<file path="src/rtl/div4b_ctrl_pkg.sv">
// Shared constants for the sequential 4-bit restoring divider.
package div4b_ctrl_pkg;

    typedef enum logic [1:0] {
        S_IDLE = 2'd0,
        S_ITER = 2'd1,
        S_DONE = 2'd2
    } state_t;

    localparam int         N_ITER   = 4;
    localparam logic [1:0] CNT_INIT = 2'(N_ITER - 1);

endpackage

</file>
<file path="src/rtl/div4b_ctrl_if.sv">
// Request/result bundle between a divider client (master) and div4b_ctrl (slave).
interface div4b_ctrl_if;
    logic       start;
    logic [3:0] A;
    logic [3:0] B;
    logic       busy;
    logic       done;
    logic [3:0] Q;
    logic [3:0] R;
    logic       div0;

    modport master (output start, A, B, input busy, done, Q, R, div0);
    modport slave  (input start, A, B, output busy, done, Q, R, div0);
endinterface

</file>
<file path="src/rtl/div4b_ctrl_rest4b.sv">
// 4-bit add/subtract unit: sel=1 computes A-B with Cout=1 meaning no borrow.
module rest4b (
    input  logic [3:0] A,
    input  logic [3:0] B,
    input  logic       sel,
    output logic [3:0] Rest,
    output logic       Cout
);
    logic [4:0] sum;

    assign sum  = {1'b0, A} + {1'b0, B ^ {4{sel}}} + {4'd0, sel};
    assign Rest = sum[3:0];
    assign Cout = sum[4];
endmodule

</file>
<file path="src/rtl/div4b_ctrl.sv">
// Restoring divider: one trial subtraction per clock through rest4b, 4 iterations,
// then a one-cycle done pulse with Q/R/div0 held until the next accepted start.
module div4b_ctrl
    import div4b_ctrl_pkg::*;
(
    input  logic         clk,
    input  logic         rst_n,
    div4b_ctrl_if.slave  bus
);
    state_t     state, state_nxt;
    logic [3:0] rr, qr, br;
    logic [1:0] cnt;
    logic       div0_r;

    logic [4:0] trial;
    logic [3:0] rest;
    logic       cout, qbit;

    assign trial = {rr, qr[3]};

    rest4b u_rest (
        .A    (trial[3:0]),
        .B    (br),
        .sel  (1'b1),
        .Rest (rest),
        .Cout (cout)
    );

    // When trial[4] is set, trial > br, so the mod-16 difference is exact.
    assign qbit = trial[4] | cout;

    always_comb begin
        state_nxt = state;
        case (state)
            S_IDLE:  if (bus.start) state_nxt = S_ITER;
            S_ITER:  if (cnt == 2'd0) state_nxt = S_DONE;
            S_DONE:  state_nxt = S_IDLE;
            default: state_nxt = S_IDLE;
        endcase
    end

    always_ff @(posedge clk or negedge rst_n) begin
        if (!rst_n) begin
            state  <= S_IDLE;
            rr     <= 4'd0;
            qr     <= 4'd0;
            br     <= 4'd0;
            cnt    <= 2'd0;
            div0_r <= 1'b0;
        end else begin
            state <= state_nxt;
            case (state)
                S_IDLE: if (bus.start) begin
                    rr     <= 4'd0;
                    qr     <= bus.A;
                    br     <= bus.B;
                    div0_r <= (bus.B == 4'd0);
                    cnt    <= CNT_INIT;
                end
                S_ITER: begin
                    rr  <= qbit ? rest : trial[3:0];
                    qr  <= {qr[2:0], qbit};
                    cnt <= cnt - 2'd1;
                end
                default: ;
            endcase
        end
    end

    assign bus.busy = (state != S_IDLE);
    assign bus.done = (state == S_DONE);
    assign bus.Q    = qr;
    assign bus.R    = rr;
    assign bus.div0 = div0_r;

endmodule
</file>
<file path="src/flat_wrapper.sv">
// flat-port wrapper written by rule: the top's interface ports become plain ports
module div4b_ctrl_flat import div4b_ctrl_pkg::*;
  (clk, rst_n, bus_start, bus_A, bus_B, bus_busy, bus_done, bus_Q, bus_R, bus_div0);
  div4b_ctrl_if bus_i ();
  input  logic clk;
  input  logic rst_n;
  input wire logic [$bits(bus_i.start)-1:0] bus_start;
  input wire logic [$bits(bus_i.A)-1:0] bus_A;
  input wire logic [$bits(bus_i.B)-1:0] bus_B;
  output wire logic [$bits(bus_i.busy)-1:0] bus_busy;
  output wire logic [$bits(bus_i.done)-1:0] bus_done;
  output wire logic [$bits(bus_i.Q)-1:0] bus_Q;
  output wire logic [$bits(bus_i.R)-1:0] bus_R;
  output wire logic [$bits(bus_i.div0)-1:0] bus_div0;
  assign bus_i.start = bus_start;
  assign bus_i.A = bus_A;
  assign bus_i.B = bus_B;
  assign bus_busy = bus_i.busy;
  assign bus_done = bus_i.done;
  assign bus_Q = bus_i.Q;
  assign bus_R = bus_i.R;
  assign bus_div0 = bus_i.div0;
  div4b_ctrl u_core (.clk(clk), .rst_n(rst_n), .bus(bus_i));
endmodule
</file>
<file path="config.mk">
export PLATFORM = sky130hd
export DESIGN_NAME = div4b_ctrl_flat
export DESIGN_NICKNAME = d
export VERILOG_FILES = /design/src/rtl/div4b_ctrl_pkg.sv /design/src/rtl/div4b_ctrl_if.sv /design/src/rtl/div4b_ctrl_rest4b.sv /design/src/rtl/div4b_ctrl.sv /design/src/flat_wrapper.sv
export SDC_FILE = /design/constraint.sdc
export NUM_CORES = 1
export LEC_CHECK = 0
export ABC_AREA = 1
export BUFFER_PORTS_ARGS = -buffer_cell sky130_fd_sc_hd__buf_2
export CAP_MARGIN = 0
export CELL_PAD_IN_SITES_DETAIL_PLACEMENT = 1
export CELL_PAD_IN_SITES_GLOBAL_PLACEMENT = 1
export CORE_UTILIZATION = 40
export CTS_CLUSTER_DIAMETER = 200
export DETAILED_ROUTE_END_ITERATION = 7
export GPL_ROUTABILITY_DRIVEN = 1
export PLACE_DENSITY = 0.86
export SETUP_SLACK_MARGIN = 0.05
export SYNTH_ARGS = -nofsm -noshare
export SYNTH_HDL_FRONTEND = slang
export SYNTH_SLANG_ARGS = --single-unit
export TNS_END_PERCENT = 1
</file>
<file path="constraint.sdc">
create_clock -name clk -period 3.8 [get_ports clk]
set_input_delay 0.19 -clock clk [delete_from_list [all_inputs] [get_ports clk]]
set_output_delay 0.19 -clock clk [all_outputs]
set_load 0.01 [all_outputs]
</file>
==> metrics.md <==
| Metric | Value |
|---|---|
| CP endpoint | u_core.bus.R[3]$_DFFE_PN0P_ |
| GR Util All Layers | 0.205 |
| Clk sinks | 17 |
| Adder-Cell Fraction of Synth Area | 0.0814 |
| Cell Pwr Density | 1010 nW/um^2 |
| Number of nets with antenna violations after routing | 0 |
| Placed Cells incl. Taps | roughly 160 |
| Rows | 17 |
| Multiplexer area fraction after synthesis | 0 |
| R2R setup slack | just over 2 ns |
| # fillers | 289 |
| Max stage delay cell, worst path | fa_1 |
| FF-to-FF path depth | 10 |
| Hold Path Stages | 3 |
| Clk_skew | roughly 0.011 ns |
| CTS Buf Count | 3 |
| Arrival time worst endpoint | 2.00 ns |
| Final min period | roughly 1.8 ns |
| Fraction of the mapped netlist area in simple logic gates | 0.280 |
| Seq/Total Area, Yosys | 0.419 |
| Final setup fails | 0 |
| CP Launch Type | register |
| HP Class | primary input to register |
| Initial antenna violation count | 0 |
| Total Wirelength | approximately 2300 um |
| Syn_nets | approximately 130 |
| Die ar. | 2740 sq um |
| Tcrit/Tclk final | 0.462 |
| Crit path max fanout | 5 |
| Mapped Area | between 1000 and 1500 sq um |
| Outcome | finished clean |
| Maximum VDD drop | between 300 and 400 uV |
| I/O pins | 22 |
| Crit path kind | register to register |
| DR DRC count | 0 |
| Hold Violations, Final | 0 |
| Die span in x | roughly 52 um |
| Clock slew at reported path FFs | 0.11 ns |
| Worst-Margin Slew | roughly 0.39 ns |
| Starting Density | 0.442 |
| Slowest stage delay, CP | around 0.42 ns |
| Compound-Gate Fraction of Synth Area | 0.106 |
| ANT cells | 0 |
| Vias per cell | 5.02 |
| Port buffer count | 21 |
| DIE HEIGHT | between 50 and 60 um |
| Nets@finish | approximately 160 |
| Worst skew pair latency | around 0.3 ns |
| CTS max path bufs | 2 |
| Drt first pass iters | 4 |
| Share of cells above drive strength 1 | 0.324 |
| Number of global-route vias before repair | approximately 860 |
| Largest net degree at the start of global routing | 18 |
| Clock root cell | clkbuf_4 |
| Finished Layout Cells | around 170 |
| Fmax | around 0.57 GHz |
| GP Congestion | 0.943 |
| Synth Warn # | 0 |
| FF+latch count, synth | 17 |
| Total count of max-transition violations in the final report | 0 |
| Hpwl dp | ~1800 um |
| Worst r2r dst | u_core.bus.R[3]$_DFFE_PN0P_ |
| CP Capture Type | register |
| Leak Pwr | 0.000634 uW |
| Relative max-transition margin | 0.740 |
| Total number of vias | 839 |
| Critical Path RT | 4.05 ns |
| CTS tree | done |
| Routed WL per cell | about 14 um |
| Area Growth Syn to Fin | 15.4% |
| First-pass GRT wire length | 4060 um |
| 1st-iter DRT viols | 4 |
| Resize count post-CTS | 0 |
| Fin Setup TNS | 0 ns |
| XOR/XNOR Fraction of Synth Area | 0.00863 |
| Critical Path Start | u_core.bus.Q[3]$_DFFE_PN0P_ |
| Crit-path most repeated cell | nand2_1 |
| H-tree depth | 1 |
| Crit path cell chain | inv_1 > ha_1 > fa_1 > inv_1 > nand3_2 > nand3_2 > nand2_1 > nand2_1 > nand2_1 > nand2_1 |
| Largest family of logic cells by synthesized area | simple AND/OR/NAND/NOR gates |
| Global route overflow | 0 |
| R2r startpoint | u_core.bus.Q[3]$_DFFE_PN0P_ |
| Cells after synthesis | 114 |
| Max-capacitance violation count | 0 |
| Syn Area/Cell | roughly 8.9 sq um |
| Core area | 2300 sq um |
| RSZ-0062 raised after global routing | no |
| Cell variety after synth | 26 |
## worst min path at each step
stage	from	to	slack [ns]
after floorplan	rst_n	u_core.br[0]$_DFFE_PN0P_	-0.11
after global placement	rst_n	u_core.bus.div0$_DFFE_PN0P_	0.14
after detailed placement	rst_n	u_core.br[0]$_DFFE_PN0P_	0.14
after CTS	bus_A[0]	u_core.bus.Q[0]$_DFFE_PN0P_	0.10
after global routing	bus_A[0]	u_core.bus.Q[0]$_DFFE_PN0P_	0.11
final	bus_A[0]	u_core.bus.Q[0]$_DFFE_PN0P_	0.11
## metal layers
metal,global-route usage,part of all wire,vias to the layer above
met5,0,0,-
met4,0.0526,0.0093,0
met3,0.0377,0.032,4
met2,0.352,0.51,16
met1,0.260,0.44,406
li1,-,-,413
## critical path: cells and delay by family, from the launching register on
family                     cells  cell delay [ns]
and+or+nand+nor                6             0.52
buffers and inverters          2             0.17
DFF                            1             0.36
adders and majority gates      2             0.66
## per-stage QoR
| step | setup WS (ns) | util | hold slack, ns | power (uW) | instance area [sq um] |
|---|---|---|---|---|---|
| floorplan | 2.18 | - | -0.106 | 925 | 1010 |
| global placement | 2.20 | 0.494 | 0.140 | 1050 | 1130 |
| detailed placement | 2.06 | 0.494 | 0.144 | 1100 | 1130 |
| CTS | 2.03 | 0.510 | 0.103 | 1210 | 1170 |
| global route | 1.91 | 0.510 | 0.112 | 1320 | 1170 |
| finish | 2.05 | 0.510 | 0.106 | 1190 | 1170 |
## layout by cell type, fill, tap and decap left out, drive strengths merged
cell          n
nor2          5
clkbuf        4
fa            1
buf          21
a22oi         1
a21oi         4
nand4         3
xor2          1
inv          21
dfrtp        17
or2           1
o21ai         9
nand3        11
o21a          1
dlygate4sd3   1
nand2        33
ha            5
## flip-flops by register name, indices dropped and copies added, names as in the netlist
register / flops
u_core.br: 4
u_core.bus.Q: 4
u_core.bus.R: 4
u_core.bus.div0: 1
u_core.cnt: 2
u_core.state: 2
## cells in the mapped netlist (all sizes together)
master,count,area (sq um)
o21a,1,7.51
nand4,3,18.8
dfrtp,17,425
buf,1,20.0
nor2,5,35.0
or2,1,6.26
inv,21,86.3
a21oi,4,38.8
nand3,11,82.6
nand2,33,141
o21ai,9,48.8
fa,1,20.0
ha,5,62.6
a22oi,1,12.5
xor2,1,8.76
## final cells by class
class | count | area, sq um | area share
Clock buffer | 4 | 26.3 | 0.0224
Inverter | 21 | 86.3 | 0.0737
Multi-Input combinational cell | 75 | 483 | 0.412
Sequential cell | 17 | 425 | 0.363
Tap cell | 28 | 35.0 | 0.0299
Timing Repair Buffer | 22 | 115 | 0.0983
## repair_timing
item / 4_1_cts / 5_1_grt
setup buffers: 0 / 0
hold buffers: 1 / 0
hold endpoints to repair: 17 / 0
## power by group
part / internal [uW] / switching [uW]
combinational: 281 / 460
sequential: 272 / 72.1
clock: 40.9 / 61.7
total: 594 / 594
## kinds of logic after synthesis
logic type,Yosys count
XOR/XNOR,1
buffers and inverters,22
flip-flops,17
AND/OR/NAND/NOR,53
AO/OA/AOI/OAI,15
adder cells (fa/ha/maj),6
(Power assumes the default switching activity.)
